**src/rtl/simplecore_pkg.sv**
```systemverilog
// rtl/simplecore_pkg.sv - shared encodings for the SimpleCore data-bus arbiter
package simplecore_pkg;

    typedef enum logic [1:0] {
        ST_IDLE   = 2'd0,
        ST_ACCESS = 2'd1,
        ST_DONE   = 2'd2
    } dbus_state_t;

    localparam logic GNT_C = 1'b0;
    localparam logic GNT_D = 1'b1;

    localparam logic RD = 1'b0;
    localparam logic WR = 1'b1;

endpackage

```
**src/rtl/dbus_arb_pick.sv**
```systemverilog
// rtl/dbus_arb_pick.sv - winner select; DBUS_ARB_RR_EN selects round-robin, else fixed core priority
module dbus_arb_pick
    import simplecore_pkg::*;
(
    input  logic cReq,
    input  logic dReq,
    input  logic last,
    output logic grant
);

`ifdef DBUS_ARB_RR_EN
    // On contention, the port that did not win last time goes next.
    always_comb begin
        grant = GNT_C;
        if (cReq && dReq)
            grant = (last == GNT_C) ? GNT_D : GNT_C;
        else if (dReq)
            grant = GNT_D;
    end
`else
    logic unused_last;
    assign unused_last = last;

    always_comb begin
        grant = GNT_C;
        if (!cReq && dReq)
            grant = GNT_D;
    end
`endif

endmodule

```
**src/rtl/dbus_arbiter.sv**
```systemverilog
// rtl/dbus_arbiter.sv - two-port data-memory bus arbiter with fixed wait states (DBUS_ARB_RR_EN: round-robin)
module dbus_arbiter
    import simplecore_pkg::*;
#(
    parameter int DW   = 16,
    parameter int AW   = 16,
    parameter int WAIT = 1
) (
    input  logic          clk,
    input  logic          reset,
    input  logic          cReq,
    input  logic [AW-1:0] cAddr,
    input  logic [DW-1:0] cWData,
    input  logic          cnRW,
    output logic [DW-1:0] cRData,
    output logic          cAck,
    output logic          cWait,
    input  logic          dReq,
    input  logic [AW-1:0] dAddr,
    input  logic [DW-1:0] dWData,
    input  logic          dnRW,
    output logic [DW-1:0] dRData,
    output logic          dAck,
    output logic          mEn,
    output logic [AW-1:0] mAddr,
    output logic [DW-1:0] mWData,
    output logic          mnRW,
    input  logic [DW-1:0] mRData
);

    localparam logic [3:0] WAIT_CNT = 4'(WAIT);

    dbus_state_t state_q, state_d;
    logic [3:0]  cnt_q;
    logic        grant_q;
    logic        last_q;
    logic        pick;

    dbus_arb_pick u_pick (
        .cReq  (cReq),
        .dReq  (dReq),
        .last  (last_q),
        .grant (pick)
    );

    always_comb begin
        state_d = state_q;
        case (state_q)
            ST_IDLE:   if (cReq || dReq) state_d = ST_ACCESS;
            ST_ACCESS: if (cnt_q == 4'd0) state_d = ST_DONE;
            ST_DONE:   state_d = ST_IDLE;
            default:   state_d = ST_IDLE;
        endcase
    end

    always_ff @(posedge clk) begin
        if (reset) begin
            state_q <= ST_IDLE;
            cnt_q   <= 4'd0;
            grant_q <= GNT_C;
            last_q  <= GNT_D;
            mAddr   <= '0;
            mWData  <= '0;
            mnRW    <= RD;
            cRData  <= '0;
            dRData  <= '0;
        end else begin
            state_q <= state_d;
            case (state_q)
                ST_IDLE: begin
                    // Requester inputs are captured only here; later changes are ignored.
                    if (cReq || dReq) begin
                        grant_q <= pick;
                        cnt_q   <= WAIT_CNT;
                        mAddr   <= (pick == GNT_D) ? dAddr  : cAddr;
                        mWData  <= (pick == GNT_D) ? dWData : cWData;
                        mnRW    <= (pick == GNT_D) ? dnRW   : cnRW;
                    end
                end
                ST_ACCESS: begin
                    if (cnt_q != 4'd0) begin
                        cnt_q <= cnt_q - 4'd1;
                    end else begin
                        if (mnRW == RD) begin
                            if (grant_q == GNT_D) dRData <= mRData;
                            else                  cRData <= mRData;
                        end
                        mnRW <= RD;
                    end
                end
                ST_DONE: last_q <= grant_q;
                default: ;
            endcase
        end
    end

    assign mEn   = (state_q == ST_ACCESS);
    assign cAck  = (state_q == ST_DONE) && (grant_q == GNT_C);
    assign dAck  = (state_q == ST_DONE) && (grant_q == GNT_D);
    assign cWait = cReq & ~cAck;

endmodule
```
**config.mk**
```make
export PLATFORM = sky130hd
export DESIGN_NAME = dbus_arbiter
export DESIGN_NICKNAME = d
export VERILOG_FILES = /design/src/rtl/simplecore_pkg.sv /design/src/rtl/dbus_arb_pick.sv /design/src/rtl/dbus_arbiter.sv
export SDC_FILE = /design/constraint.sdc
export NUM_CORES = 1
export LEC_CHECK = 0
export ABC_AREA = 1
export ABC_CLOCK_PERIOD_IN_PS = 1580
export BUFFER_PORTS_ARGS = -buffer_cell sky130_fd_sc_hd__buf_4
export CAP_MARGIN = 20
export CORE_ASPECT_RATIO = 1.25
export CORE_UTILIZATION = 45
export CTS_CLUSTER_SIZE = 8
export DETAILED_ROUTE_END_ITERATION = 10
export PLACE_DENSITY = 0.87
export RECOVER_POWER = 50
export SYNTH_ARGS = -nofsm -noshare
export SYNTH_HDL_FRONTEND = slang
export SYNTH_SLANG_ARGS = --single-unit
```
**constraint.sdc**
```tcl
create_clock -name clk -period 1.58 [get_ports clk]
set_input_delay 0.237 -clock clk [delete_from_list [all_inputs] [get_ports clk]]
set_output_delay 0.237 -clock clk [all_outputs]
set_load 0.03 [all_outputs]
```
== Word-level counts from Yosys, hierarchy flattened ==
Cells that the tools add are included.
Word-level totals
  register bits: 72
  output and inout port bits: 69
  word-level logic and storage cells: 48
Cells by class
  add/sub/neg operators: 1
  eq/ne operators: 6
  muxes and demuxes: 13
  bitwise gates (word level): 5
  reduce and logical (&&, ||, !) cells: 15
Operator list (number)
  2-to-1 mux 16 bit: 2
  2-to-1 mux 4 bit: 2
  case mux 4 bit (2 select lines): 1
  AND reduction 4 bit: 2
  AND reduction 3 bit: 2
  zero test 4 bit: 1
  2-to-1 mux 1 bit: 4
  2-to-1 mux 2 bit: 2
  inequality test 2 x 1 -> 1 bit (second input constant): 2
  inequality test 2 bit (second input constant): 2
  NOT 1 bit: 4
  case mux 2 bit (2 select lines): 1
  AND reduction 2 bit: 2
  nonzero test 4 bit: 1
  subtractor 4 x 1 -> 4 bit (second input constant): 1
  logical AND 1 bit: 3
  == test 2 x 1 -> 1 bit (second input constant): 1
  == test 2 bit (second input constant): 1
  zero test 2 bit: 1
  case mux 1 bit (2 select lines): 1
  nonzero test 2 bit: 1
  bitwise AND 1 bit: 1
  zero test 1 bit: 1
  logical OR 1 bit: 1

== Logic depth before layout (Yosys ltp) ==
Gate-level depths: netlist of the first run.
  depth in word-level cells: 6
  depth in mapped cells: 8

== Hierarchy ==
From an unflattened synthesis of the first run, not the netlist that was laid out.
Unflattened totals
  cell total of the unflattened synthesis: 448
  area total of the unflattened synthesis: 3234.4 µm²
Modules (own cells, without submodules)
  dbus_arbiter: times used 1, cells an instance 446, area an instance 3224.3 µm², seq. area each 1461.4 µm²
  dbus_arb_pick: times used 1, cells an instance 2, area an instance 10.0 µm², seq. area each 0.0 µm²

== Worst setup path after synthesis of the first run ==
Ideal clock, no wire load.
  path type: register to register
  from: register state_q[0]
  to: register cRData[10]
  library setup time: 0.118 ns
  arrival time: 1.178 ns
  data required time: 1.462 ns
  path slack: 0.284 ns
  cell stages (with the launch flop): 7
  buffers on the path: 1
  clock period less this slack: 1.296 ns
  path through: dfxtp_1 -> inv_2 -> nor2_4 -> nand2_4 -> buf_2 -> nor3_1 -> nor2_1
On the way
  cells in the longest elaborated chain, start to end: 2
RTL lines
  from (decl): line dbus_arbiter.sv:33  | dbus_state_t state_q, state_d;
  from (signal assigned): line dbus_arbiter.sv:68  | state_q <= state_d;
  == test 2 x 1 -> 1 bit
  net mEn: line dbus_arbiter.sv:24  | output logic mEn,
  AND reduction 4 bit (no source line)
  to (signal assigned): line dbus_arbiter.sv:86  | else cRData <= mRData;
  to (decl): line dbus_arbiter.sv:15  | output logic [DW-1:0] cRData,
The timed path passes the listed nets, and every way through them passes these cells.
A chain may end at the register's enable or synchronous reset.

== Worst setup path in the final report of the first run ==
  from: register state_q[0]
  to: output cWait
On the way
  cells in the longest elaborated chain, start to end: 4
RTL lines
  == test 2 bit
  logical AND 1 bit: line dbus_arbiter.sv:98  | assign cAck = (state_q == ST_DONE) && (grant_q == GNT_C);
  NOT 1 bit: line dbus_arbiter.sv:100  | assign cWait = cReq & ~cAck;
  bitwise AND 1 bit: line dbus_arbiter.sv:100
  to (decl): line dbus_arbiter.sv:17  | output logic cWait,
No other way between the ends.

==> results of run 1 <==
[timing repair]
item | CTS | global route
resized for setup | 2 | 5
pin swaps | 0 | 2
buffers inserted | 0 | 3
hold endpoints to repair | 0 | 0
hold buffers | 0 | 0
endpoints found under the setup margin | 13 | 63
[metal layers]
layer	vias to the layer above	global-route usage	part of all wire
li1	1697	-	-
met1	1532	0.2932	0.42
met2	165	0.4515	0.49
met3	20	0.04638	0.071
met4	0	0.1218	0.023
met5	-	0	0
[power by group]
part / switching, W / total [W] / leakage, nW / internal, W
Clock: 0.000668 / 0.00180 / 0.126 / 0.00113
Combinational: 0.00109 / 0.00162 / 1.34 / 0.000531
Sequential: 0.000121 / 0.00215 / 0.590 / 0.00203
Total: 0.00187 / 0.00557 / 2.05 / 0.00369
[final timing paths]
check	start	end	slack [ns]	cells past startpoint
hold / removal	reset	state_q[0]	0.12	2
setup reg to reg	cnt_q[0]	cRData[12]	0.09	7
setup / recovery	state_q[0]	cWait	0.07	5
hold reg to reg	mWData[7]	mWData[7]	0.45	2
[cell type report]
cell class	instances	area share
clock buffer	11	0.03453
clock inverter	5	0.02340
inverter	13	0.01170
multi-input combinational	313	0.3333
sequential	72	0.3291
tap	87	0.02483
timing repair buffer	169	0.2432
[metrics by stage]
step	TNS [ns]	setup slack [ns]	total power [W]
finish	0	0.07385	0.005565
global route	-0.02019	-0.01879	0.005836
floorplan	0	0.2844	0.003234
CTS	0	0.01347	0.005707
detailed placement	-0.04479	-0.03065	0.003898
global placement	0	0.07745	0.003855
[cells in the final DEF, fill, tap and decap left out, drive strengths merged]
cell / count
nor2: 88
nand2: 109
clkinvlp: 1
buf: 104
clkinv: 1
ha: 2
nand3: 15
o31ai: 1
nor3: 33
or2: 2
o211ai: 21
inv: 13
a21oi: 4
o21ai: 37
bufinv: 3
nand3b: 1
dfxtp: 72
clkbuf: 76
[state kept, by name (all words and copies together) (netlist names)]
signal	count
cRData	16
dRData	16
mAddr	16
mWData	16
cnt_q	4
state_q	2
grant_q	1
mnRW	1
[logic make-up (layout without fill, tap and decap cells)]
family | Yosys count | after routing
flip-flops | 72 | 72
adder cells (fa/ha/maj) | 2 | 2
buffers and inverters | 39 | 198
AND/OR/NAND/NOR | 248 | 248
AO/OA/AOI/OAI | 63 | 63
==> results by group, run 1 <==
Setup path
  – Cell at the slowest stage of the critical path: dfxtp_1
  – CP Max Fanout: 3
  – Top delay family on crit path: flip-flops
  – Setup crit end kind: output pin
  – Startpoint Class: register
  – Crit path DAT: 1.27 ns
  – Worst EP required: 1.34 ns
  – Worst setup path category: register to output pin
  – Buf/Inv on CP: 3
  – Crit path largest cell delay: 0.33 ns
  – Critical-path cell list: inv_2 -> nand2_1 -> o21ai_1 -> inv_1 -> buf_4

Floorplanning
  – Num rows: 33
  – Ports: 155
  – Die height: 94.52 um
  – Die ar.: 7185 um^2
  – Core area: 6606 um^2
  – Die X: 76.02 um
  – Initial Util: 0.4665

Yosys
  – XOR/XNOR Fraction of Synth Area: 0
  – Register area share after synthesis: 0.4677
  – Adder-cell share of the synthesized area: 0.008120
  – Share of the synthesized area in the top cell type: 0.4677
  – Post-Syn Instances: 424
  – Flops & latches, synth: 72
  – Commonest cells post-synth: nand2_1, nor2_1, dfxtp_1, nor3_1, o211ai_1
  – Simple-gate area share of the yosys netlist: 0.3410
  – Largest family of logic cells by synthesized area: simple AND/OR/NAND/NOR gates
  – EDFF count, synth: 0
  – Top cells by area, synth: dfxtp_1, nand2_1, nor2_1
  – Most used DFF post-synth: dfxtp_1
  – Multiplexer area fraction after synthesis: 0
  – Yosys cell types: 24
  – Async set-or-reset flop fraction in the synthesized netlist: 0
  – Most instantiated library cell after synthesis: nand2_1
  – Cell taking the most area after synthesis: dfxtp_1
  – Post-synthesis compound-gate area fraction: 0.1214
  – Synth Net Count: 512
  – Avg Cell Area, Syn: 7.268 um^2
  – Yosys warns: 0
  – Synthesized area: 3082 um^2

Clocking
  – Root Buffer: clkbuf_8
  – Clock slew at reported path FFs: 0.08 ns
  – CTS tree: built
  – Latest clock arrival within the worst-skew pair: 0.34 ns
  – TritonCTS Buffers: 9
  – H-tree depth: 3
  – Clock Path Buffers: 2
  – Sinks on Clock Net: 72

Timing
  – Clock skew: 0.008218 ns
  – Hold WS: 0.1247 ns
  – Worst-Margin Slew: 0.4640 ns
  – Crit share post-route: 0.9533
  – Finish-stage setup viols: 0
  – F_max: 663.9 MHz
  – Max Transition Viols Final: 0
  – RSZ-0062 raised after global routing: true
  – Max_slew headroom: 0.6906
  – Final Hold Vio Count: 0
  – Minimum clock period: 1.506 ns

GRT
  – Antenna violations before repair: 0
  – Largest net degree at the start of global routing: 35
  – First-pass GRT wire length: 14.61 mm
  – Gr ovfl total: 0
  – Total track usage: 0.2526
  – Vias in the first global route: 3235

Detailed routing
  – Post-route ant nets: 0
  – Final WL: 8.996 mm
  – First DRT Iteration DRCs: 128
  – Via count: 3414
  – Drt via density: 5.096
  – Drt wl/cell: 13.43 um
  – Router iterations before antenna repair: 5
  – DRC viols: 0

Run status
  – Status: finished clean

Layout
  – Layout cells sized above 1: 0.2367
  – Number of non-filler instances in the completed layout: 670
  – Multi-input gate area: 1461 um^2
  – Fin util: 0.6636
  – # nets final: 666
  – Inserted Diodes: 0
  – Final Cell Area: 4384 um^2
  – Syn-to-layout area delta: 42.27%
  – Fill cells: 638
  – Register area: 1443 um^2

Placement
  – Placer congestion estimate: 0.8437
  – DP HPWL: 6.633 mm
  – Post-DP Area: 4308 um^2
  – Port buffer count: 154
  – Placed insts: 651

Power and ir drop
  – P_leak: 2.052 nW
  – PD cells: 1269 nW/um^2
  – Worst vdd ir: 0.7475 mV

Job
  – Max cap viols: 0

Hold path
  – Hold WC Path Type: primary input to register
Note: power is estimated with default switching activity, not from simulation.
==> run 2, diff against run 1 <==
--- a/config.mk
+++ b/config.mk
@@ -13,8 +13,9 @@
 export CORE_UTILIZATION = 45
 export CTS_CLUSTER_SIZE = 8
 export DETAILED_ROUTE_END_ITERATION = 10
-export PLACE_DENSITY = 0.87
+export PLACE_DENSITY = 0.86
 export RECOVER_POWER = 50
 export SYNTH_ARGS = -nofsm -noshare
 export SYNTH_HDL_FRONTEND = slang
+export SYNTH_HIERARCHICAL = 1
 export SYNTH_SLANG_ARGS = --single-unit
==> results by group, run 2 <==
Placement
  – Placer congestion estimate: 0.7931 (was 0.8437)
  – DP HPWL: 6.586 mm (was 6.633 mm)
  – Placed insts: 670 (was 651)
  – Port buffer count: 154 (unchanged)

Power and ir drop
  – P_leak: 2.047 nW (was 2.052 nW)
  – PD cells: 1247 nW/um^2 (was 1269 nW/um^2)
  – Worst vdd ir: 0.8149 mV (was 0.7475 mV)

GRT
  – First-pass GRT wire length: 14.32 mm (was 14.61 mm)
  – Vias in the first global route: 3253 (was 3235)
  – Antenna violations before repair: 0 (unchanged)
  – Total track usage: 0.2423 (was 0.2526)
  – Gr ovfl total: 0 (unchanged)
  – Largest net degree at the start of global routing: 42 (was 35)

Setup path
  – Critical-path cell list: inv_1 -> ha_2 -> nand3_4 -> buf_4 -> nor3_1 -> nor2_1 (was inv_2 -> nand2_1 -> o21ai_1 -> inv_1 -> buf_4)
  – Worst EP required: 1.81 ns (was 1.34 ns)
  – Setup crit end kind: register (was output pin)
  – Worst setup path category: register to register (was register to output pin)
  – CP Max Fanout: 32 (was 3)
  – Reg2Reg Setup Slack: 0.09 ns (about the same)
  – Crit path DAT: 1.72 ns (was 1.27 ns)
  – Crit path largest cell delay: 0.32 ns (was 0.33 ns)
  – Buf/Inv on CP: 2 (was 3)
  – Cell at the slowest stage of the critical path: dfxtp_1 (unchanged)
  – Top delay family on crit path: simple AND/OR/NAND/NOR gates (was flip-flops)
  – Startpoint Class: register (unchanged)

Floorplanning
  – Die X: 77.48 um (was 76.02 um)
  – Ports: 155 (unchanged)
  – Core area: 6934 um^2 (was 6606 um^2)
  – Initial Util: 0.4621 (was 0.4665)
  – Die ar.: 7464 um^2 (was 7185 um^2)
  – Num rows: 34 (was 33)
  – Die height: 96.35 um (was 94.52 um)

Detailed routing
  – Drt via density: 4.971 (was 5.096)
  – Via count: 3420 (was 3414)
  – DRC viols: 0 (unchanged)
  – Post-route ant nets: 0 (unchanged)
  – Router iterations before antenna repair: 4 (was 5)
  – Drt wl/cell: 13.09 um (was 13.43 um)
  – Final WL: 9.009 mm (was 8.996 mm)
  – First DRT Iteration DRCs: 167 (was 128)

Clocking
  – Latest clock arrival within the worst-skew pair: 0.34 ns (about the same)
  – CTS tree: built (unchanged)
  – H-tree depth: 3 (unchanged)
  – Clock Path Buffers: 2 (unchanged)
  – TritonCTS Buffers: 9 (unchanged)
  – Hold_buf cts: 0 (unchanged)
  – Sinks on Clock Net: 72 (unchanged)
  – Root Buffer: clkbuf_8 (unchanged)
  – Clock slew at reported path FFs: 0.07 ns (was 0.08 ns)

Layout
  – Most common cell after layout, fill and taps aside: nand2_1 (unchanged)
  – Multi-input gate area: 1535 um^2 (was 1461 um^2)
  – Commonest cells after routing, fill and taps aside: nand2_1, buf_4, nor2_1 (unchanged)
  – Inserted Diodes: 0 (unchanged)
  – # nets final: 681 (was 666)
  – Register area: 1443 um^2 (unchanged)
  – Number of non-filler instances in the completed layout: 688 (was 670)
  – Syn-to-layout area delta: 35.69% (was 42.27%)
  – Fill cells: 675 (was 638)
  – Layout cells sized above 1: 0.2391 (was 0.2367)

Timing
  – TNS Setup: 0 ns (unchanged)
  – RSZ-0062 raised after global routing: false (was true)
  – Crit share post-route: 0.9458 (was 0.9533)
  – Clock skew: 0.01130 ns (was 0.008218 ns)
  – Max_slew headroom: 0.7213 (was 0.6906)
  – Finish-stage setup viols: 0 (unchanged)
  – Max Transition Viols Final: 0 (unchanged)
  – Worst-Margin Slew: 0.4198 ns (was 0.4640 ns)
  – Final Hold Vio Count: 0 (unchanged)
  – Minimum clock period: 1.494 ns (was 1.506 ns)
  – F_max: 669.1 MHz (was 663.9 MHz)

Yosys
  – Synth Net Count: 533 (was 512)
  – Synthesized area: 3204 um^2 (was 3082 um^2)
  – Post-Syn Instances: 445 (was 424)
  – Avg Cell Area, Syn: 7.201 um^2 (was 7.268 um^2)
  – Yosys warns: 6 (was 0)

Hold path
  – Hold WC Path Type: primary input to register (unchanged)

Job
  – Max cap viols: 0 (unchanged)

Run status
  – Status: finished clean (unchanged)
-- run 2: worst paths after layout --
path / start / end / cells after the start
worst max-delay path: cnt_q[0] / dRData[2] / 6
worst min-delay path: reset / state_q[1] / 2
worst max register to register: cnt_q[0] / dRData[2] / 6
worst min register to register: mAddr[14] / mAddr[14] / 2
-- run 2: where the power goes --
group,total [W],internal [W],switching [W]
Combinational,0.00177,0.000535,0.00123
Clock,0.00144,0.000764,0.000680
Sequential,0.00221,0.00206,0.000149
-- run 2: cell type report --
| cell class | count | share of cell area |
|---|---|---|
| clock buffers | 10 | 0.03165 |
| inverters | 11 | 0.01007 |
| multi-input cells | 334 | 0.3531 |
| repair buffers | 165 | 0.2340 |
| well taps | 90 | 0.02590 |
| flip-flops and latches | 72 | 0.3318 |
| clock inverters | 6 | 0.01353 |
-- run 2: per-layer routing --
metal | track usage | part of all wire | vias up
met3 | 0.06540 | 0.060 | 17
met5 | 0 | 0 | -
met1 | 0.2593 | 0.40 | 1571
li1 | - | - | 1721
met4 | 0.09434 | 0.019 | 0
met2 | 0.4528 | 0.52 | 111
-- run 2: timing repair --
action                     in CTS  in global routing
resized for setup               0                  2
setup buffers                   0                  2
setup endpoints to repair       0                  6
-- run 2: metrics by stage --
stage / hold WS, ns / utilization / power, W / area, um^2 / setup WS, ns
floorplan: 0.3094 / - / 0.003538 / 3204 / 0.2979
global placement: 0.4651 / 0.6301 / 0.004138 / 4369 / 0.1932
detailed placement: 0.4715 / 0.6301 / 0.004197 / 4369 / 0.09056
CTS: 0.1103 / 0.6584 / 0.005625 / 4566 / 0.03523
global route: 0.1167 / 0.6270 / 0.005705 / 4348 / 0.01441
finish: 0.1229 / 0.6270 / 0.005423 / 4348 / 0.08556
==> run 3, diff against run 2 <==
--- a/config.mk
+++ b/config.mk
@@ -15,6 +15,7 @@
 export DETAILED_ROUTE_END_ITERATION = 10
 export PLACE_DENSITY = 0.86
 export RECOVER_POWER = 50
+export SETUP_SLACK_MARGIN = 0.15
 export SYNTH_ARGS = -nofsm -noshare
 export SYNTH_HDL_FRONTEND = slang
 export SYNTH_HIERARCHICAL = 1
==> results by group, run 3 (synthesis results as in run 2) <==
Layout
  – # nets final: 682 (was 681)
  – Syn-to-layout area delta: 37.64% (was 35.69%)
  – Multi-input gate area: 1582 um^2 (was 1535 um^2)
  – Fill cells: 674 (was 675)
  – Commonest cells after routing, fill and taps aside: nand2_1, nor2_1, buf_4 (was nand2_1, buf_4, nor2_1)
  – Most common cell after layout, fill and taps aside: nand2_1 (unchanged)
  – Inserted Diodes: 0 (unchanged)
  – Layout cells sized above 1: 0.2521 (was 0.2391)
  – Register area: 1444 um^2 (was 1443 um^2)

Setup path
  – Setup crit end kind: output pin (was register)
  – Worst setup path category: register to output pin (was register to register)
  – Crit path DAT: 1.18 ns (was 1.72 ns)
  – Reg2reg path depth: 7 (was 6)
  – Crit path largest cell delay: 0.32 ns (about the same)
  – CP Max Fanout: 3 (was 32)
  – Startpoint Class: register (unchanged)
  – Critical-path cell list: inv_2 -> nand2_2 -> o21ai_1 -> inv_1 -> buf_6 (was inv_1 -> ha_2 -> nand3_4 -> buf_4 -> nor3_1 -> nor2_1)
  – Cell at the slowest stage of the critical path: dfxtp_1 (unchanged)
  – Worst EP required: 1.34 ns (was 1.81 ns)

Run status
  – Status: finished clean (unchanged)

Timing
  – Post-route setup slack: 0.1654 ns (was 0.08556 ns)
  – Minimum clock period: 1.415 ns (was 1.494 ns)
  – Worst-Margin Slew: 0.4203 ns (was 0.4198 ns)
  – RSZ-0062 raised after global routing: true (was false)
  – Crit share post-route: 0.8953 (was 0.9458)
  – Final Hold Vio Count: 0 (unchanged)
  – Clock skew: 0.01017 ns (was 0.01130 ns)
  – Max Transition Viols Final: 0 (unchanged)
  – Finish-stage setup viols: 0 (unchanged)
  – TNS Setup: 0 ns (unchanged)
  – Max_slew headroom: 0.7210 (was 0.7213)
  – F_max: 706.9 MHz (was 669.1 MHz)

Power and ir drop
  – Worst vdd ir: 0.7895 mV (was 0.8149 mV)
  – P_leak: 2.059 nW (was 2.047 nW)
  – PD cells: 1246 nW/um^2 (was 1247 nW/um^2)

Placement
  – Port buffer count: 154 (unchanged)
  – DP HPWL: 6.586 mm (unchanged)
  – Dpl ws: 0.09056 ns (unchanged)
  – Placer congestion estimate: 0.7931 (unchanged)

Clocking
  – H-tree depth: 3 (unchanged)
  – Latest clock arrival within the worst-skew pair: 0.34 ns (about the same)
  – CTS tree: built (unchanged)
  – Clock slew at reported path FFs: 0.07 ns (about the same)
  – TritonCTS Buffers: 9 (unchanged)
  – Sinks on Clock Net: 72 (unchanged)
  – Clock Path Buffers: 2 (unchanged)
  – Hold_buf cts: 0 (unchanged)
  – Root Buffer: clkbuf_8 (unchanged)

Detailed routing
  – Post-route ant nets: 0 (unchanged)
  – Final WL: 9.211 mm (was 9.009 mm)
  – First DRT Iteration DRCs: 135 (was 167)
  – Router iterations before antenna repair: 4 (unchanged)
  – Drt via density: 5.022 (was 4.971)
  – Drt wl/cell: 13.37 um (was 13.09 um)
  – Via count: 3460 (was 3420)
  – DRC viols: 0 (unchanged)

Floorplanning
  – Core area: 6934 um^2 (unchanged)
  – Die ar.: 7464 um^2 (unchanged)
  – Initial Util: 0.4621 (unchanged)
  – Num rows: 34 (unchanged)
  – Die height: 96.35 um (unchanged)
  – Die X: 77.48 um (unchanged)
  – Ports: 155 (unchanged)

GRT
  – First-pass GRT wire length: 14.50 mm (was 14.32 mm)
  – Vias in the first global route: 3272 (was 3253)
  – Met2 Use GR: 0.4572 (was 0.4528)
  – Gr busiest metal: met2 (unchanged)
  – Antenna violations before repair: 0 (unchanged)
  – Gr ovfl total: 0 (unchanged)
  – Largest net degree at the start of global routing: 42 (unchanged)
  – Met3 GRT Util: 0.06919 (was 0.06540)
  – Met1 usage: 0.2611 (was 0.2593)
  – Total track usage: 0.2450 (was 0.2423)

Hold path
  – Hold WC Path Type: primary input to register (unchanged)
  – Worst Hold Depth: 2 (unchanged)

Job
  – Max cap viols: 0 (unchanged)
## run 3: cell types whose count changed in the layout (fill, tap and decap cells not counted), moves of 2 or more
cell / change
nor3_1: -5
buf_4: -3
nor3_2: +5
buf_6: +2
## run 3: worst paths after layout
| kind | from | to | slack [ns] |
|---|---|---|---|
| max | state_q[0] | cWait | 0.17 |
| min reg2reg | mAddr[14] | mAddr[14] | 0.48 |
| min | reset | state_q[1] | 0.12 |
| max reg2reg | state_q[1] | cnt_q[1] | 0.18 |
## run 3: metrics by stage
stage	power, W	hold slack, ns	utilization	instance area [um^2]	instances
2_1_floorplan	0.003538	0.3094	-	3204	445
3_3_place_gp	0.004138	0.4651	0.6301	4369	670
3_5_place_dp	0.004197	0.4715	0.6301	4369	670
4_1_cts	0.005638	0.1099	0.6640	4604	688
5_1_grt	0.005775	0.1171	0.6361	4410	689
6_report	0.005494	0.1173	0.6361	4410	689
## run 3: power by group
part | switching, W | total, W | internal, W
logic | 0.00128 | 0.00184 | 0.000562
clock network | 0.000676 | 0.00144 | 0.000764
registers | 0.000152 | 0.00221 | 0.00206
## run 3: routing by layer
metal | share of wire | up-vias
li1 | - | 1729
met1 | 0.40 | 1590
met2 | 0.52 | 119
met3 | 0.066 | 22
met4 | 0.021 | 0
met5 | 0 | -
## run 3: final cells by class
cell class	instances	area share
Clock buffer	10	0.03121
Timing Repair Buffer	165	0.2340
Sequential cell	72	0.3274
Multi-Input combinational cell	335	0.3586
Inverter	11	0.009929
Clock inverter	6	0.01333
Tap cell	90	0.02553
## run 3: repair_timing
| item | 4_1_cts | 5_1_grt |
|---|---|---|
| endpoints found under the hold margin | 0 | 0 |
| gates cloned | 0 | 1 |
| setup buffers | 2 | 0 |
| setup endpoints to repair | 26 | 35 |
| pin swaps | 1 | 1 |
| resized for setup | 4 | 12 |
## run 3: critical path: cells and delay by family, from the launching register on
family / cells / cell delay (ns)
flip-flops: 1 / 0.32
buffers and inverters: 3 / 0.32
AO/OA/AOI/OAI: 1 / 0.12
AND/OR/NAND/NOR: 1 / 0.09
